--- src/rtl/fetch_unit_if.sv ---
// fetch_unit_if: bundles the instruction-memory handshake and the
// consumer-side signals of fetch_unit.
//   IMEM_REQ/IMEM_ADDR        : fetch request and address (fetch unit drives)
//   IMEM_GNT                  : acceptance of the request in the same cycle
//   IMEM_RVALID/IMEM_RDATA    : read-data beat
//   IR/IR_VALID/PC_OUT        : held instruction, its valid flag and address
//   ADVANCE                   : consumer accepts IR
//   JAL/JALR/BR_TAKEN         : next-PC selects, sampled with ADVANCE
//   JTYPE/BTYPE/ITYPE/RS1     : immediates and rs1, sampled with ADVANCE
//   REDIRECT/REDIRECT_PC      : trap/flush redirect
//   MISALIGN                  : sticky misaligned-target flag
// master = fetch unit side, slave = memory/consumer side.
interface fetch_unit_if;
    logic        IMEM_REQ;
    logic [31:0] IMEM_ADDR;
    logic        IMEM_GNT;
    logic        IMEM_RVALID;
    logic [31:0] IMEM_RDATA;
    logic [31:0] IR;
    logic        IR_VALID;
    logic [31:0] PC_OUT;
    logic        ADVANCE;
    logic        JAL;
    logic        JALR;
    logic        BR_TAKEN;
    logic [31:0] JTYPE;
    logic [31:0] BTYPE;
    logic [31:0] ITYPE;
    logic [31:0] RS1;
    logic        REDIRECT;
    logic [31:0] REDIRECT_PC;
    logic        MISALIGN;

    modport master (
        output IMEM_REQ, IMEM_ADDR, IR, IR_VALID, PC_OUT, MISALIGN,
        input  IMEM_GNT, IMEM_RVALID, IMEM_RDATA, ADVANCE, JAL, JALR,
               BR_TAKEN, JTYPE, BTYPE, ITYPE, RS1, REDIRECT, REDIRECT_PC
    );

    modport slave (
        input  IMEM_REQ, IMEM_ADDR, IR, IR_VALID, PC_OUT, MISALIGN,
        output IMEM_GNT, IMEM_RVALID, IMEM_RDATA, ADVANCE, JAL, JALR,
               BR_TAKEN, JTYPE, BTYPE, ITYPE, RS1, REDIRECT, REDIRECT_PC
    );
endinterface

--- src/rtl/fetch_unit.sv ---
// fetch_unit: single-outstanding instruction fetcher with a one-entry
// instruction register, next-PC selection and redirect/flush handling.
// Ports:
//   CLK    : clock, all state updates on rising edge
//   RST_N  : asynchronous active-low reset
//   bus    : fetch_unit_if.master (memory handshake + consumer signals)
// Parameter RESET_VEC is the PC loaded on reset.
module fetch_unit #(
    parameter logic [31:0] RESET_VEC = 32'h0000_0000
) (
    input  logic         CLK,
    input  logic         RST_N,
    fetch_unit_if.master bus
);

    localparam logic [31:0] NOP = 32'h0000_0013;

    typedef enum logic [1:0] {
        S_REQ,
        S_WAIT,
        S_HOLD,
        S_ERR
    } state_e;

    state_e      state_q,    state_d;
    logic [31:0] fetch_pc_q, fetch_pc_d;
    logic [31:0] pc_out_q,   pc_out_d;
    logic [31:0] ir_q,       ir_d;
    logic        ir_valid_q, ir_valid_d;
    logic        misalign_q, misalign_d;
    logic        discard_q,  discard_d;
    logic        started_q,  started_d;

    logic        imem_req;
    logic        gnt_fire;
    logic [31:0] next_pc;

    // started_q keeps the request low until the first edge after reset release.
    // discard_q blocks the new request while a stale response is still owed.
    assign imem_req = started_q && (state_q == S_REQ) && !discard_q;
    assign gnt_fire = imem_req && bus.IMEM_GNT;

    assign bus.IMEM_REQ  = imem_req;
    assign bus.IMEM_ADDR = fetch_pc_q;
    assign bus.IR        = ir_q;
    assign bus.IR_VALID  = ir_valid_q;
    assign bus.PC_OUT    = pc_out_q;
    assign bus.MISALIGN  = misalign_q;

    always_comb begin
        next_pc = pc_out_q + 32'd4;
        if (bus.JALR) begin
            next_pc = (bus.RS1 + bus.ITYPE) & 32'hFFFF_FFFE;
        end else if (bus.JAL) begin
            next_pc = pc_out_q + bus.JTYPE;
        end else if (bus.BR_TAKEN) begin
            next_pc = pc_out_q + bus.BTYPE;
        end
    end

    always_comb begin
        state_d    = state_q;
        fetch_pc_d = fetch_pc_q;
        pc_out_d   = pc_out_q;
        ir_d       = ir_q;
        ir_valid_d = ir_valid_q;
        misalign_d = misalign_q;
        discard_d  = discard_q;
        started_d  = 1'b1;

        if (bus.REDIRECT && (state_q != S_ERR)) begin
            ir_valid_d = 1'b0;
            // A response is still owed if one was already pending and does not
            // arrive this cycle, or if a grant is being accepted right now.
            discard_d  = (discard_q && !bus.IMEM_RVALID)
                       || ((state_q == S_WAIT) && !bus.IMEM_RVALID)
                       || gnt_fire;
            fetch_pc_d = bus.REDIRECT_PC;
            if (bus.REDIRECT_PC[1:0] != 2'b00) begin
                misalign_d = 1'b1;
                state_d    = S_ERR;
            end else begin
                state_d    = S_REQ;
            end
        end else begin
            unique case (state_q)
                S_REQ: begin
                    if (discard_q && bus.IMEM_RVALID) begin
                        discard_d = 1'b0;
                    end
                    if (gnt_fire) begin
                        state_d = S_WAIT;
                    end
                end
                S_WAIT: begin
                    if (bus.IMEM_RVALID) begin
                        ir_d       = bus.IMEM_RDATA;
                        pc_out_d   = fetch_pc_q;
                        ir_valid_d = 1'b1;
                        state_d    = S_HOLD;
                    end
                end
                S_HOLD: begin
                    if (bus.ADVANCE) begin
                        ir_valid_d = 1'b0;
                        fetch_pc_d = next_pc;
                        if (next_pc[1:0] != 2'b00) begin
                            misalign_d = 1'b1;
                            state_d    = S_ERR;
                        end else begin
                            state_d    = S_REQ;
                        end
                    end
                end
                S_ERR: begin
                    ir_valid_d = 1'b0;
                end
                default: begin
                    state_d = S_ERR;
                end
            endcase
        end
    end

    always_ff @(posedge CLK or negedge RST_N) begin
        if (!RST_N) begin
            state_q    <= S_REQ;
            fetch_pc_q <= RESET_VEC;
            pc_out_q   <= RESET_VEC;
            ir_q       <= NOP;
            ir_valid_q <= 1'b0;
            misalign_q <= 1'b0;
            discard_q  <= 1'b0;
            started_q  <= 1'b0;
        end else begin
            state_q    <= state_d;
            fetch_pc_q <= fetch_pc_d;
            pc_out_q   <= pc_out_d;
            ir_q       <= ir_d;
            ir_valid_q <= ir_valid_d;
            misalign_q <= misalign_d;
            discard_q  <= discard_d;
            started_q  <= started_d;
        end
    end

endmodule

--- src/flat_wrapper.sv ---
// flat-port wrapper written by rule: the top's interface ports become plain ports
module fetch_unit_flat 
#(
    parameter logic [31:0] RESET_VEC = 32'h0000_0000
)
  (CLK, RST_N, bus_IMEM_REQ, bus_IMEM_ADDR, bus_IR, bus_IR_VALID, bus_PC_OUT, bus_MISALIGN, bus_IMEM_GNT, bus_IMEM_RVALID, bus_IMEM_RDATA, bus_ADVANCE, bus_JAL, bus_JALR, bus_BR_TAKEN, bus_JTYPE, bus_BTYPE, bus_ITYPE, bus_RS1, bus_REDIRECT, bus_REDIRECT_PC);
  fetch_unit_if bus_i ();
  input  logic CLK;
  input  logic RST_N;
  output wire logic [$bits(bus_i.IMEM_REQ)-1:0] bus_IMEM_REQ;
  output wire logic [$bits(bus_i.IMEM_ADDR)-1:0] bus_IMEM_ADDR;
  output wire logic [$bits(bus_i.IR)-1:0] bus_IR;
  output wire logic [$bits(bus_i.IR_VALID)-1:0] bus_IR_VALID;
  output wire logic [$bits(bus_i.PC_OUT)-1:0] bus_PC_OUT;
  output wire logic [$bits(bus_i.MISALIGN)-1:0] bus_MISALIGN;
  input wire logic [$bits(bus_i.IMEM_GNT)-1:0] bus_IMEM_GNT;
  input wire logic [$bits(bus_i.IMEM_RVALID)-1:0] bus_IMEM_RVALID;
  input wire logic [$bits(bus_i.IMEM_RDATA)-1:0] bus_IMEM_RDATA;
  input wire logic [$bits(bus_i.ADVANCE)-1:0] bus_ADVANCE;
  input wire logic [$bits(bus_i.JAL)-1:0] bus_JAL;
  input wire logic [$bits(bus_i.JALR)-1:0] bus_JALR;
  input wire logic [$bits(bus_i.BR_TAKEN)-1:0] bus_BR_TAKEN;
  input wire logic [$bits(bus_i.JTYPE)-1:0] bus_JTYPE;
  input wire logic [$bits(bus_i.BTYPE)-1:0] bus_BTYPE;
  input wire logic [$bits(bus_i.ITYPE)-1:0] bus_ITYPE;
  input wire logic [$bits(bus_i.RS1)-1:0] bus_RS1;
  input wire logic [$bits(bus_i.REDIRECT)-1:0] bus_REDIRECT;
  input wire logic [$bits(bus_i.REDIRECT_PC)-1:0] bus_REDIRECT_PC;
  assign bus_IMEM_REQ = bus_i.IMEM_REQ;
  assign bus_IMEM_ADDR = bus_i.IMEM_ADDR;
  assign bus_IR = bus_i.IR;
  assign bus_IR_VALID = bus_i.IR_VALID;
  assign bus_PC_OUT = bus_i.PC_OUT;
  assign bus_MISALIGN = bus_i.MISALIGN;
  assign bus_i.IMEM_GNT = bus_IMEM_GNT;
  assign bus_i.IMEM_RVALID = bus_IMEM_RVALID;
  assign bus_i.IMEM_RDATA = bus_IMEM_RDATA;
  assign bus_i.ADVANCE = bus_ADVANCE;
  assign bus_i.JAL = bus_JAL;
  assign bus_i.JALR = bus_JALR;
  assign bus_i.BR_TAKEN = bus_BR_TAKEN;
  assign bus_i.JTYPE = bus_JTYPE;
  assign bus_i.BTYPE = bus_BTYPE;
  assign bus_i.ITYPE = bus_ITYPE;
  assign bus_i.RS1 = bus_RS1;
  assign bus_i.REDIRECT = bus_REDIRECT;
  assign bus_i.REDIRECT_PC = bus_REDIRECT_PC;
  fetch_unit #(.RESET_VEC(RESET_VEC)) u_core (.CLK(CLK), .RST_N(RST_N), .bus(bus_i));
endmodule
--- config.mk ---
export PLATFORM = sky130hd
export DESIGN_NAME = fetch_unit_flat
export DESIGN_NICKNAME = d
export VERILOG_FILES = /design/src/rtl/fetch_unit_if.sv /design/src/rtl/fetch_unit.sv /design/src/flat_wrapper.sv
export SDC_FILE = /design/constraint.sdc
export NUM_CORES = 1
export LEC_CHECK = 0
export ABC_AREA = 0
export BUFFER_PORTS_ARGS = -buffer_cell sky130_fd_sc_hd__buf_2
export CAP_MARGIN = 10
export CORE_ASPECT_RATIO = 0.8
export CORE_UTILIZATION = 54
export DETAILED_ROUTE_END_ITERATION = 7
export GPL_TIMING_DRIVEN = 0
export MAX_ROUTING_LAYER = met4
export PLACE_DENSITY_LB_ADDON = 0.2
export SETUP_SLACK_MARGIN = 0.4
export SLEW_MARGIN = 20
export SYNTH_ARGS = -nofsm -noshare
export SYNTH_HDL_FRONTEND = slang
export SYNTH_SLANG_ARGS = --single-unit
--- constraint.sdc ---
create_clock -name CLK -period 3.7 [get_ports CLK]
set_clock_uncertainty 0.1 [all_clocks]
set_input_delay 0.37 -clock CLK [delete_from_list [all_inputs] [get_ports CLK]]
set_output_delay 0.37 -clock CLK [all_outputs]
set_load 0.01 [all_outputs]
Yosys cells after proc, flatten, opt, wreduce, memory -nomap -nowiden
Cells that the tools add are included.
{"block": "word_totals", "register_bits": 102, "input_bits": 201, "out_inout_bits": 99, "word_cells": 73}
{"block": "op_classes", "add_sub_neg": 4, "eq_ne": 8, "n_mux": 25, "n_bitwise": 1, "n_reduce_logical": 27}
{"cell": "32-bit two-way mux", "n": 6}
{"cell": "32-bit adder", "n": 3}
{"cell": "32-bit by 3-bit adder with 32-bit output (second input constant)", "n": 1}
{"cell": "2-bit nonzero test", "n": 7}
{"cell": "2-bit two-way mux", "n": 6}
{"cell": "1-bit two-way mux", "n": 11}
{"cell": "3-bit by 2-bit inequality test with 1-bit output (second input constant)", "n": 3}
{"cell": "4-bit AND reduction", "n": 2}
{"cell": "4-bit nonzero test", "n": 2}
{"cell": "1-bit logical AND", "n": 7}
{"cell": "2-bit one-hot mux with 3 select lines", "n": 1}
{"cell": "3-bit AND reduction", "n": 2}
{"cell": "2-bit == test (second input constant)", "n": 2}
{"cell": "2-bit inequality test (second input constant)", "n": 2}
{"cell": "2-bit AND reduction", "n": 2}
{"cell": "1-bit one-hot mux with 3 select lines", "n": 1}
{"cell": "2-bit by 1-bit == test with 1-bit output (second input constant)", "n": 1}
{"cell": "1-bit logical NOT", "n": 2}
{"cell": "2-bit logical NOT", "n": 1}
{"cell": "1-bit logical OR", "n": 2}
{"cell": "1-bit NOT", "n": 1}

Longest topological paths before layout
Gate-level depths: netlist of the first run.
{"block": "depth", "word_depth": 9, "mapped_depth": 12, "depth_no_buf": 12}

Least setup slack after synthesis of the first run
No wires, ideal clock.
{"block": "synth_timing", "path_type": "register to register", "startpoint": "register u_core.pc_out_q[0] (netlist: u_core.bus.PC_OUT[0])", "endpoint": "register u_core.fetch_pc_q[24] (netlist: u_core.bus.IMEM_ADDR[24])", "setup_ps": 82, "t_arrival_ps": 3155, "required_time_ps": 3518, "slack_ps": 363, "path_stages_with_launch": 13, "n_path_buf": 0, "synth_period_minus_slack_ps": 3337, "cell_sequence": "dfrtp_1 ha_1 fa_1 a211oi_1 o21bai_1 a21oi_1 o31a_1 o21ba_2 o21ai_0 a221oi_1 nor2_1 o41a_1 o22ai_1"}
{"block": "synth_via", "elab_chain_cells": 7, "elab_cells_between_ends": 9, "classes_between": "add/sub (3); mux (6)"}
{"element": "start, declared", "line_no": "fetch_unit.sv:27", "text": "logic [31:0] pc_out_q, pc_out_d;"}
{"element": "start signal, assigned", "line_no": "fetch_unit.sv:138", "text": "pc_out_q <= pc_out_d;"}
{"element": "32-bit by 3-bit adder with 32-bit output or 32-bit adder (tied branches)", "line_no": "fetch_unit.sv:51, fetch_unit.sv:57"}
{"element": "32-bit two-way mux", "line_no": "fetch_unit.sv:56", "text": "end else if (bus.BR_TAKEN) begin"}
{"element": "32-bit two-way mux (*)", "line_no": "fetch_unit.sv:54", "text": "end else if (bus.JAL) begin"}
{"element": "32-bit two-way mux (*)", "line_no": "fetch_unit.sv:52", "text": "if (bus.JALR) begin"}
{"element": "32-bit two-way mux (*)", "line_no": "fetch_unit.sv:104", "text": "if (bus.ADVANCE) begin"}
{"element": "32-bit two-way mux (*)", "line_no": "fetch_unit.sv:86", "text": "unique case (state_q)"}
{"element": "32-bit two-way mux (*)", "line_no": "fetch_unit.sv:71", "text": "if (bus.REDIRECT && (state_q != S_ERR)) begin"}
{"element": "end signal, assigned", "line_no": "fetch_unit.sv:137", "text": "fetch_pc_q <= fetch_pc_d;"}
{"element": "end, declared", "line_no": "fetch_unit.sv:26", "text": "logic [31:0] fetch_pc_q, fetch_pc_d;"}
Mark *: on every way between the ends. The rest lies on a longest branch, timed or not. The select of a mux whose other input is x is not followed.
A chain may end at the register's enable or synchronous reset.

Final worst setup path of the first run
{"block": "layout_timing", "startpoint": "register u_core.pc_out_q[6] (netlist: u_core.bus.PC_OUT[6])", "endpoint": "register u_core.fetch_pc_q[27] (netlist: u_core.bus.IMEM_ADDR[27])"}
Same word-level chain as after synthesis.

==> results of run 1 <==
flip-flops by register name, summed over array words and instances (netlist names):
name	cells
u_core.bus.IMEM_ADDR	32
u_core.bus.IR	32
u_core.bus.PC_OUT	32
u_core.state_q	2
u_core.bus.IR_VALID	1
u_core.bus.MISALIGN	1
u_core.discard_q	1
u_core.started_q	1
cell type report:
class / instances / area [µm²]
buffer: 55 / 215
fill: 1582 / 5580
clock inverter: 6 / 46.3
tap: 253 / 317
antenna: 2 / 5.00
inverter: 23 / 86.3
timing repair buffer: 316 / 1650
multi-input combinational: 1035 / 7570
sequential: 102 / 2570
clock buffer: 10 / 239
synthesized netlist by cell type, types with 4 or more instances:
master	instances
sky130_fd_sc_hd__nand4_1	16
sky130_fd_sc_hd__a311oi_1	4
sky130_fd_sc_hd__a21o_1	41
sky130_fd_sc_hd__mux2_2	61
sky130_fd_sc_hd__dfrtp_1	99
sky130_fd_sc_hd__and2_1	9
sky130_fd_sc_hd__o211ai_1	10
sky130_fd_sc_hd__o21a_1	10
sky130_fd_sc_hd__nand2_1	105
sky130_fd_sc_hd__nor2_1	97
sky130_fd_sc_hd__a21boi_0	4
sky130_fd_sc_hd__o21ai_0	84
sky130_fd_sc_hd__a221oi_1	6
sky130_fd_sc_hd__inv_1	23
sky130_fd_sc_hd__nor4_1	4
sky130_fd_sc_hd__clkbuf_1	49
sky130_fd_sc_hd__o22ai_1	12
sky130_fd_sc_hd__mux2i_1	9
sky130_fd_sc_hd__nand2b_1	9
sky130_fd_sc_hd__buf_1	6
sky130_fd_sc_hd__nor2b_1	11
sky130_fd_sc_hd__a211o_1	7
sky130_fd_sc_hd__a31oi_1	11
sky130_fd_sc_hd__or3_1	7
sky130_fd_sc_hd__o31ai_1	5
sky130_fd_sc_hd__a211oi_1	40
sky130_fd_sc_hd__ha_1	97
sky130_fd_sc_hd__a222oi_1	5
sky130_fd_sc_hd__o2111ai_1	7
sky130_fd_sc_hd__and3_1	15
sky130_fd_sc_hd__nand3_1	32
sky130_fd_sc_hd__xor2_1	48
sky130_fd_sc_hd__xnor2_1	58
sky130_fd_sc_hd__nor3_1	18
sky130_fd_sc_hd__a21oi_1	117
sky130_fd_sc_hd__a22oi_1	5
sky130_fd_sc_hd__o21bai_1	9
sky130_fd_sc_hd__a31o_2	5
path summary, 6_finish.rpt:
check | endpoint | cells past startpoint | from
max | u_core.bus.IMEM_ADDR[27] | 11 | u_core.bus.PC_OUT[6]
min | u_core.bus.IMEM_ADDR[4] | 3 | bus_REDIRECT_PC[4]
max reg2reg | u_core.bus.IMEM_ADDR[27] | 11 | u_core.bus.PC_OUT[6]
min reg2reg | u_core.discard_q | 1 | u_core.discard_q
max in group asynchronous | u_core.bus.PC_OUT[9] | 3 | RST_N
min in group asynchronous | u_core.bus.PC_OUT[28] | 2 | RST_N
layer usage:
metal | global-route usage | vias to the layer above
met5 | - | -
met4 | 0.110 | 0
met3 | 0.0790 | 69
met2 | 0.548 | 593
met1 | 0.520 | 5147
li1 | - | 5220
power groups by stage:
stage               clock, mW  combinational (mW)  sequential, mW
floorplan                   0                3.89            2.37
global placement            0                5.87            2.33
detailed placement          0                5.93            2.35
CTS                     0.931                6.15            2.34
global route            0.971                7.06            2.46
finish                  0.921                6.52            2.40
tightest hold or removal path: stages:
cell and delay (ns):
sky130_fd_sc_hd__buf_2 0.08, sky130_fd_sc_hd__nand2_1 0.04, sky130_fd_sc_hd__o21ai_0 0.06
repair_timing:
item / in CTS / in global routing
pin swaps: 11 / 24
hold buffers: 1 / 0
endpoints found under the hold margin: 30 / 0
endpoints found under the setup margin: 18 / 20
gates resized for setup: 25 / 65
setup buffers: 7 / 8
cells by family (layout without fill, tap and decap cells):
kind of cell,count (synthesis),after routing,synth area share
other,1,3,0.000369
multiplexers,70,70,0.0765
AND/OR/NAND/NOR,341,341,0.158
buffers and inverters,78,410,0.0288
AO/OA/AOI/OAI,417,417,0.268
flip-flops,102,102,0.252
XOR/XNOR,106,106,0.0915
adder cells (fa/ha/maj),100,100,0.125
==> out/qor.yml, run 1 <==
critical_path:
  cp-start-kind: "register"
  crit_slowest_cell: "sky130_fd_sc_hd__dfrtp_2"
  timing.critical_path.arrival_ns: 3.48
  setup.reg_to_reg.worst_slack_ns: 0.38
  critical_path_required_ns: 3.86
  slowest_delay_ns: 0.48
  critical_path.cell_chain: "ha_1 -> a2111oi_1 -> o21ai_1 -> a211oi_2 -> nand2_1 -> a31o_2 -> a21oi_2 -> o21ai_0 -> xnor2_1 -> o31ai_1 -> o21ai_0"
  path_buf_inv: 0
  crit_fanout: 6
  worst-setup-path-type: "register to register"
  end_kind: "register"
  critical_path.top_delay_family: "compound AO/OA/AOI/OAI gates"
  most_repeated_library_cell_on_the_critical_path: "sky130_fd_sc_hd__o21ai_0"
cts:
  clk_root_buffer_cell: "sky130_fd_sc_hd__clkbuf_16"
  cts-buffers-inserted: 9
  clk_transition_reported_paths_ns: 0.07
  clk_latency_ns: 0.35
  numClockSinks: 102
  h-tree-depth: 3
  max_root_sink_buffers: 2
  cts_tree: "yes"
place:
  placedCellCount: 1768
  total_of_buffers_placed_on_input_and_output_ports: 299
  placedInstanceArea_mm2: 0.0120
  place_worst_setup_slack_ns: -0.240
  place_hpwl_um: 28400
  gp_routability_congestion: 0.956
global_route:
  first_pass_grt_wire_length_um: 54800
  grt_start_max_net_pins: 70
  globalRouteOverflowTotal: 0
  groute.usage.overall: 0.375
  grt_pass1_vias: 10343
  antenna_violations_before_repair: 2
floorplan:
  floorplan_die_width_um: 155
  die_area_mm2: 0.0194
  num_io_pins: 300
  dieHeight_um: 125
  fp.coreArea_mm2: 0.0183
  row_cnt: 44
  start_util: 0.555
timing:
  fin_crit_ns: 3.32
  slew_limit_fails: 0
  hold_ws_ns: 0.130
  finalCritPeriodShare: 0.897
  grt_setup_unrepaired: "true"
  setup_viol: 0
  maxSlewHeadroom: 0.462
  worst_slew_pin_slew_ns: 0.806
  final-hold-violation-count: 0
  fmaxAchievable_mhz: 301
  fin_tns_setup_ns: 0
  worst_slack_ns: 0.382
routing:
  dr_wl_met3_um: 3720
  remaining_number_of_nets_flagged_by_the_antenna_check_after_routing: 0
  met2_length_um: 15300
  drt_pre_antenna_iters: 6
  number_of_vias_per_cell_after_detailed_routing: 6.12
  detailedRoute.firstIterationViolations: 1023
  met1_layer_wirelength_in_the_final_routing_um: 15700
  routedWlPerCell_um: 19.8
  dr_total_vias: 11029
  postRouteWirelength_um: 35600
  drt_drc_violations_left: 0
  highest-signal-layer: "met4"
finish:
  finalCoreUtilization: 0.695
  final_cells: 1802
  layout.cells.most_common: "sky130_fd_sc_hd__buf_2"
  layout-area-overhead-vs-synth_pct: 25.1
  post_route_cells_drive_above_1_share: 0.304
  most-common-layout-cells: "298 x sky130_fd_sc_hd__buf_2, 108 x sky130_fd_sc_hd__a21oi_1, 104 x sky130_fd_sc_hd__nand2_1"
  nNetsFinal: 1843
  stdcell_area_mm2: 0.0127
logic_synthesis:
  postSynth.topFlopCell: "sky130_fd_sc_hd__dfrtp_1"
  netlist_area_mm2: 0.0102
  post_synth.cell_area_avg_um2: 8.35
  ys_seq_area_frac: 0.252
  flip_flop_and_latch_count_after_synthesis: 102
  synth_top_area_frac: 0.244
  synth.area.top_cells: "sky130_fd_sc_hd__dfrtp_1 24%, sky130_fd_sc_hd__ha_1 12%, sky130_fd_sc_hd__mux2_2 6.8%"
  netlist.top_cell.by_area: "sky130_fd_sc_hd__dfrtp_1"
  synth_cell_types: 70
  synth_edf_count: 0
  syn-num-nets: 1516
  synthCells: 1215
  async_s_r_ff_share_synth: 1.00
  yosys_warnings: 0
worst_hold_path:
  min_path_type: "input pin to register"
flow_run:
  max_cap_viol_count: 0
power:
  power.sequential.fraction: 0.244
  leakagePower_nw: 5.82
  power_density_mw_per_mm2: 775
  power.switching_fraction: 0.496
  finalPower_mw: 9.84
  power.switching_mw: 4.88
  share_of_total_power_in_combinational_logic: 0.662
  irDropWorstVdd_v: 0.000346
  clkPwrFrac: 0.094
  p_int_mw: 4.96
outcome:
  status: "finished, final reports clean"
(Power assumes the default switching activity.)
==> run 2, diff against run 1 <==
==> constraint.sdc (replaced) <==
create_clock -name CLK -period 3.13 [get_ports CLK]
set_clock_uncertainty 0.1 [all_clocks]
set_input_delay 0.313 -clock CLK [delete_from_list [all_inputs] [get_ports CLK]]
set_output_delay 0.313 -clock CLK [all_outputs]
set_load 0.01 [all_outputs]
==> out/qor.yml, run 2 (synthesis results as in run 1) <==
finish:
  layout-area-overhead-vs-synth_pct: 37.9
  layout.cells.most_common: "sky130_fd_sc_hd__buf_2"
  post_route_cells_drive_above_1_share: 0.399  # +0.0954
  finalCoreUtilization: 0.766  # +0.0713
  most-common-layout-cells: "296 x sky130_fd_sc_hd__buf_2, 102 x sky130_fd_sc_hd__nand2_1, 96 x sky130_fd_sc_hd__a21oi_1"
  nNetsFinal: 1884  # +2.2%
cts:
  clk_latency_ns: 0.36  # about the same
  clk_transition_reported_paths_ns: 0.07  # about the same
  max_root_sink_buffers: 2  # unchanged
  cts-buffers-inserted: 9  # unchanged
  clk_root_buffer_cell: "sky130_fd_sc_hd__clkbuf_16"
  numClockSinks: 102  # unchanged
  h-tree-depth: 3  # unchanged
  cts_tree: "yes"
floorplan:
  num_io_pins: 300  # unchanged
  start_util: 0.555  # unchanged
  fp.coreArea_mm2: 0.0183  # unchanged
  die_area_mm2: 0.0194  # unchanged
  dieHeight_um: 125  # unchanged
  row_cnt: 44  # unchanged
  floorplan_die_width_um: 155  # unchanged
critical_path:
  critical_path.cell_chain: "ha_4 -> fa_2 -> a211oi_4 -> o21ai_2 -> a211o_1 -> a21oi_4 -> buf_6 -> o21ai_4 -> a41oi_2 -> xnor2_2 -> nand2_1 -> o41a_1 -> o22ai_1"
  path_buf_inv: 1  # +1
  setup.reg_to_reg.worst_slack_ns: -0.008  # -0.39 ns
  timing.critical_path.arrival_ns: 3.32  # -0.16 ns
  end_kind: "register"
  crit_end: "u_core.bus.IMEM_ADDR[24]"
  r2r-end: "u_core.bus.IMEM_ADDR[24]"
  crit_slowest_cell: "sky130_fd_sc_hd__dfrtp_2"
  worst-setup-path-type: "register to register"
  slowest_delay_ns: 0.47  # about the same
  critical_path_required_ns: 3.31  # -0.55 ns
  cp-start-kind: "register"
  critical_path.top_delay_family: "compound AO/OA/AOI/OAI gates"
  crit_fanout: 4  # -2
  critical_path.reg2reg.startpoint: "u_core.bus.PC_OUT[0]"
  crit_path_start: "u_core.bus.PC_OUT[0]"
  r2r.worst_path.cells: 13  # +2
  worst-path-stages: 13  # +2
global_route:
  antenna_violations_before_repair: 5  # +3
  globalRouteOverflowTotal: 0  # unchanged
  grt_pass1_vias: 10675  # +3.2%
  grt_start_max_net_pins: 70  # unchanged
  groute.usage.overall: 0.395  # +0.0205
  first_pass_grt_wire_length_um: 57400  # +4.7%
place:
  total_of_buffers_placed_on_input_and_output_ports: 299  # unchanged
  place_worst_setup_slack_ns: -0.288  # -0.0489 ns
  place_hpwl_um: 28400  # -0.15%
  gp_routability_congestion: 0.951  # -0.44%
routing:
  dr_total_vias: 11494  # +4.2%
  remaining_number_of_nets_flagged_by_the_antenna_check_after_routing: 0  # unchanged
  routedWlPerCell_um: 20.9  # +5.9%
  number_of_vias_per_cell_after_detailed_routing: 6.23  # +1.7%
  drt_pre_antenna_iters: 6  # unchanged
  postRouteWirelength_um: 38600  # +8.5%
  drt_drc_violations_left: 0  # unchanged
  detailedRoute.firstIterationViolations: 1180  # +15%
outcome:
  status: "finished, violations left"
  failing_checks: "setup timing"
power:
  p_int_mw: 6.82  # +38%
  finalPower_mw: 13.3  # +36%
  share_of_total_power_in_combinational_logic: 0.700  # +0.038
  power.switching_fraction: 0.489  # -0.00706
  leakagePower_nw: 6.23  # +7.1%
  power.sequential.fraction: 0.211  # -0.033
  clkPwrFrac: 0.089  # -0.005
  power_density_mw_per_mm2: 953  # +23%
  irDropWorstVdd_v: 0.000419  # +21%
  power.switching_mw: 6.52  # +34%
flow_run:
  max_cap_viol_count: 0  # unchanged
timing:
  grt_setup_unrepaired: "true"
  fmaxAchievable_mhz: 319  # +5.7%
  fin_crit_ns: 3.14  # -0.179 ns
  worst_slack_ns: -0.00827  # -0.391 ns
  worst_slew_pin_slew_ns: 0.898  # +0.0917 ns
  setup_viol: 2  # +2
  finalCritPeriodShare: 1.00  # +0.106
  fin_tns_setup_ns: -0.0111  # -0.0111 ns
  maxSlewHeadroom: 0.401  # -0.0611
  slew_limit_fails: 0  # unchanged
  final-hold-violation-count: 0  # unchanged
  hold_ws_ns: 0.0619  # -0.0680 ns
worst_hold_path:
  min_path_type: "input pin to register"
  hold-path-cell-count: 3  # unchanged
==> run 2: changes by cell type in the layout (fill, tap and decap cells not counted), sizes merged <==
cell	delta
bufinv	+1
buf	+44
diode	+3
clkbuf	-3
clkinv	+2
clkinvlp	-3
==> run 2: final cells by class <==
class / instances / area (µm²)
tap: 253 / 317
fill: 1351 / 4280
clock buffer: 10 / 239
buffer: 55 / 243
antenna: 5 / 12.5
timing repair buffer: 357 / 2020
sequential: 102 / 2580
clock inverter: 6 / 68.8
inverter: 23 / 86.3
multi-input combinational: 1035 / 8440
==> run 2: what timing repair did <==
| item | in CTS | in global routing |
|---|---|---|
| setup buffers | 36 | 20 |
| hold buffers | 1 | 0 |
| hold endpoints to repair | 33 | 0 |
| resized for setup | 133 | 85 |
| endpoints found under the setup margin | 54 | 55 |
| pin swaps | 57 | 70 |
==> run 2: power groups by stage <==
| stage | Combinational, mW | Sequential (mW) | Clock [mW] |
|---|---|---|---|
| final | 9.34 | 2.82 | 1.18 |
| after CTS | 8.38 | 2.76 | 1.18 |
| after detailed placement | 7.16 | 2.80 | 0 |
| after global routing | 9.95 | 2.87 | 1.23 |
| after global placement | 7.07 | 2.76 | 0 |
| after floorplan | 4.73 | 2.82 | 0 |
==> run 2: through the flow <==
step           area (µm²)  std cells
6_report            14000       1846
5_1_grt             14000       1846
4_1_cts             13400       1821
3_5_place_dp        12200       1768
3_3_place_gp        12200       1767
2_1_floorplan       10300       1215
==> run 2: worst register-to-register path, cell delays in order, from the launching register on <==
cell and delay (ns):
sky130_fd_sc_hd__dfrtp_2 0.47, sky130_fd_sc_hd__ha_4 0.19, sky130_fd_sc_hd__fa_2 0.43, sky130_fd_sc_hd__a211oi_4 0.26, sky130_fd_sc_hd__o21ai_2 0.09, sky130_fd_sc_hd__a211o_1 0.31, sky130_fd_sc_hd__a21oi_4 0.17, sky130_fd_sc_hd__buf_6 0.15
sky130_fd_sc_hd__o21ai_4 0.09, sky130_fd_sc_hd__a41oi_2 0.23, sky130_fd_sc_hd__xnor2_2 0.17, sky130_fd_sc_hd__nand2_1 0.08, sky130_fd_sc_hd__o41a_1 0.17, sky130_fd_sc_hd__o22ai_1 0.16
==> run 2: layer usage <==
| metal | vias to the layer above | share of wire | track usage | routed length [µm] |
|---|---|---|---|---|
| li1 | 5290 | - | - | - |
| met1 | 5375 | 0.42 | 0.542 | 16300 |
| met2 | 732 | 0.44 | 0.584 | 17000 |
| met3 | 97 | 0.11 | 0.0748 | 4150 |
| met4 | 0 | 0.032 | 0.136 | 1220 |
| met5 | - | 0 | - | 0 |
==> run 2: how the worst min path moves through the flow <==
| stage | startpoint | endpoint | slack, ns |
|---|---|---|---|
| floorplan | RST_N | u_core.bus.IMEM_ADDR[0] | -0.08 |
| global placement | u_core.bus.MISALIGN | u_core.bus.MISALIGN | 0.36 |
| detailed placement | RST_N | u_core.bus.IR[29] | 0.12 |
| CTS | bus_REDIRECT_PC[6] | u_core.bus.IMEM_ADDR[6] | 0.06 |
| global route | bus_IMEM_RDATA[12] | u_core.bus.IR[12] | 0.08 |
| finish | bus_REDIRECT_PC[6] | u_core.bus.IMEM_ADDR[6] | 0.06 |
==> run 3, diff against run 2 <==
--- a/config.mk
+++ b/config.mk
@@ -14,6 +14,7 @@
 export GPL_TIMING_DRIVEN = 0
 export MAX_ROUTING_LAYER = met4
 export PLACE_DENSITY_LB_ADDON = 0.2
+export RECOVER_POWER = 50
 export SETUP_SLACK_MARGIN = 0.4
 export SLEW_MARGIN = 20
 export SYNTH_ARGS = -nofsm -noshare
==> out/qor.yml, run 3 (synthesis results as in run 1) <==
outcome:
  status: "finished, violations left"
  failing_checks: "capacitance limit, slew limit, setup timing"
critical_path:
  cp-start-kind: "register"
  crit_slowest_cell: "sky130_fd_sc_hd__dfrtp_2"
  critical_path.reg2reg.startpoint: "u_core.bus.PC_OUT[0]"
  crit_fanout: 4  # unchanged
  crit_path_start: "u_core.bus.PC_OUT[0]"
  critical_path_required_ns: 3.31  # about the same
  timing.critical_path.arrival_ns: 3.33  # about the same
  critical_path.cell_chain: "ha_4 -> fa_2 -> a211oi_4 -> o21ai_2 -> a211o_1 -> a21oi_4 -> buf_6 -> o21ai_4 -> a41oi_2 -> xnor2_2 -> nand2_1 -> o41a_1 -> o22ai_1"
  slowest_delay_ns: 0.47  # about the same
  path_buf_inv: 1  # unchanged
  end_kind: "register"
  worst-setup-path-type: "register to register"
  critical_path.top_delay_family: "compound AO/OA/AOI/OAI gates"
timing:
  worst_slack_ns: -0.0169  # -0.00867 ns
  worst_slew_pin_slew_ns: 2.04  # +1.14 ns
  finalCritPeriodShare: 1.01  # +0.00277
  fmaxAchievable_mhz: 318  # -0.28%
  grt_setup_unrepaired: "true"
  slew_limit_fails: 34  # +34
  hold_ws_ns: 0.0621  # +0.000188 ns
  maxSlewHeadroom: -0.362  # -0.763
  fin_crit_ns: 3.15  # +0.00867 ns
  setup_viol: 1  # -1
  final-hold-violation-count: 0  # unchanged
finish:
  layout.cells.most_common: "sky130_fd_sc_hd__buf_2"
  layout-area-overhead-vs-synth_pct: 37.3
  post_route_cells_drive_above_1_share: 0.371  # -0.0283
  finalCoreUtilization: 0.763  # -0.00342
  most-common-layout-cells: "252 x sky130_fd_sc_hd__buf_2, 102 x sky130_fd_sc_hd__nand2_1, 96 x sky130_fd_sc_hd__a21oi_1"
  stdcell_area_mm2: 0.0139  # -0.45%
  nNetsFinal: 1884  # unchanged
power:
  finalPower_mw: 13.3  # -0.58%
  clkPwrFrac: 0.089  # about the same
  share_of_total_power_in_combinational_logic: 0.698  # -0.002
  power.switching_mw: 6.52  # about the same
  power.switching_fraction: 0.491  # +0.00260
  power_density_mw_per_mm2: 952  # -0.13%
  leakagePower_nw: 6.10  # -2.1%
  p_int_mw: 6.75  # -1.1%
  irDropWorstVdd_v: 0.000419  # about the same
  power.sequential.fraction: 0.213  # +0.002
cts:
  clk_root_buffer_cell: "sky130_fd_sc_hd__clkbuf_16"
  cts-buffers-inserted: 9  # unchanged
  max_root_sink_buffers: 2  # unchanged
  cts_tree: "yes"
  clk_transition_reported_paths_ns: 0.07  # about the same
  numClockSinks: 102  # unchanged
  clk_latency_ns: 0.36  # about the same
  h-tree-depth: 3  # unchanged
flow_run:
  max_cap_viol_count: 1  # +1
routing:
  postRouteWirelength_um: 38600  # about the same
  routedWlPerCell_um: 20.9  # about the same
  drt_pre_antenna_iters: 6  # unchanged
  remaining_number_of_nets_flagged_by_the_antenna_check_after_routing: 0  # unchanged
  detailedRoute.firstIterationViolations: 1288  # +9.2%
  dr_total_vias: 11546  # +0.45%
  number_of_vias_per_cell_after_detailed_routing: 6.25  # +0.45%
  drt_drc_violations_left: 0  # unchanged
floorplan:
  num_io_pins: 300  # unchanged
  row_cnt: 44  # unchanged
  die_area_mm2: 0.0194  # unchanged
  floorplan_die_width_um: 155  # unchanged
  fp.coreArea_mm2: 0.0183  # unchanged
  dieHeight_um: 125  # unchanged
  start_util: 0.555  # unchanged
worst_hold_path:
  min_from: "bus_REDIRECT_PC[6]"
  min_path_type: "input pin to register"
global_route:
  antenna_violations_before_repair: 5  # unchanged
  groute.usage.overall: 0.395  # unchanged
  grt_start_max_net_pins: 70  # unchanged
  globalRouteOverflowTotal: 0  # unchanged
  grt_pass1_vias: 10675  # unchanged
  first_pass_grt_wire_length_um: 57400  # unchanged
place:
  placedInstanceArea_mm2: 0.0122  # unchanged
  total_of_buffers_placed_on_input_and_output_ports: 299  # unchanged
  place_hpwl_um: 28400  # unchanged
  gp_routability_congestion: 0.951  # unchanged
-- run 3: cell count changes in the layout (fill, tap and decap cells not counted), sizes merged --
cell,change
buf,-45
clkbuf,+45
-- run 3: metal layers --
layer | track usage | up-vias | share of wire
met3 | 0.0748 | 103 | 0.11
met4 | 0.136 | 0 | 0.032
met1 | 0.542 | 5440 | 0.42
met5 | - | - | 0
li1 | - | 5290 | -
met2 | 0.584 | 713 | 0.44
-- run 3: area by class of cell --
class                   count  area, µm²
repair buffers            357       1950
clock inverters             6       68.8
clock buffers              10        239
fillers                  1379       4340
well taps                 253        317
plain buffers              55        243
diodes                      5       12.5
multi-input cells        1035       8440
inverters                  23       86.3
flip-flops and latches    102       2580
-- run 3: tightest hold or removal path: cells and delay by family --
family | cells | cell delay, ns
buffers and inverters | 1 | 0.07
and+or+nand+nor | 1 | 0.03
AOI/OAI and AO/OA | 1 | 0.06
-- run 3: final timing paths --
path                                       endpoint  slack [ns]  cells after the start
hold reg to reg                 u_core.bus.MISALIGN        0.41                      1
setup reg to reg           u_core.bus.IMEM_ADDR[24]       -0.02                     13
hold / removal              u_core.bus.IMEM_ADDR[6]        0.06                      3
max in group asynchronous     u_core.bus.PC_OUT[11]        0.62                      2
min in group asynchronous         u_core.bus.IR[26]        0.97                      2
setup / recovery           u_core.bus.IMEM_ADDR[24]       -0.02                     13
-- run 3: repair_timing --
action                                  CTS  global route
hold buffers                              1             0
endpoints found under the hold margin    33             0
endpoints found under the setup margin   54            55
pin swaps                                57            70
resized for setup                       133            85
setup buffers                            36            20
-- run 3: through the flow --
stage | setup TNS, ns | std cells | setup slack [ns]
after floorplan | 0 | 1215 | 0.218
after global placement | -1.31 | 1767 | -0.277
after detailed placement | -1.73 | 1768 | -0.288
after CTS | -0.00507 | 1821 | -0.00507
after global routing | -0.534 | 1846 | -0.108
final | -0.0169 | 1846 | -0.0169
-- run 3: power groups by stage --
stage	clock (mW)	combinational [mW]	sequential, mW
finish	1.18	9.26	2.83
global route	1.23	9.88	2.87
CTS	1.18	8.38	2.76
detailed placement	0	7.16	2.80
global placement	0	7.07	2.76
floorplan	0	4.73	2.82
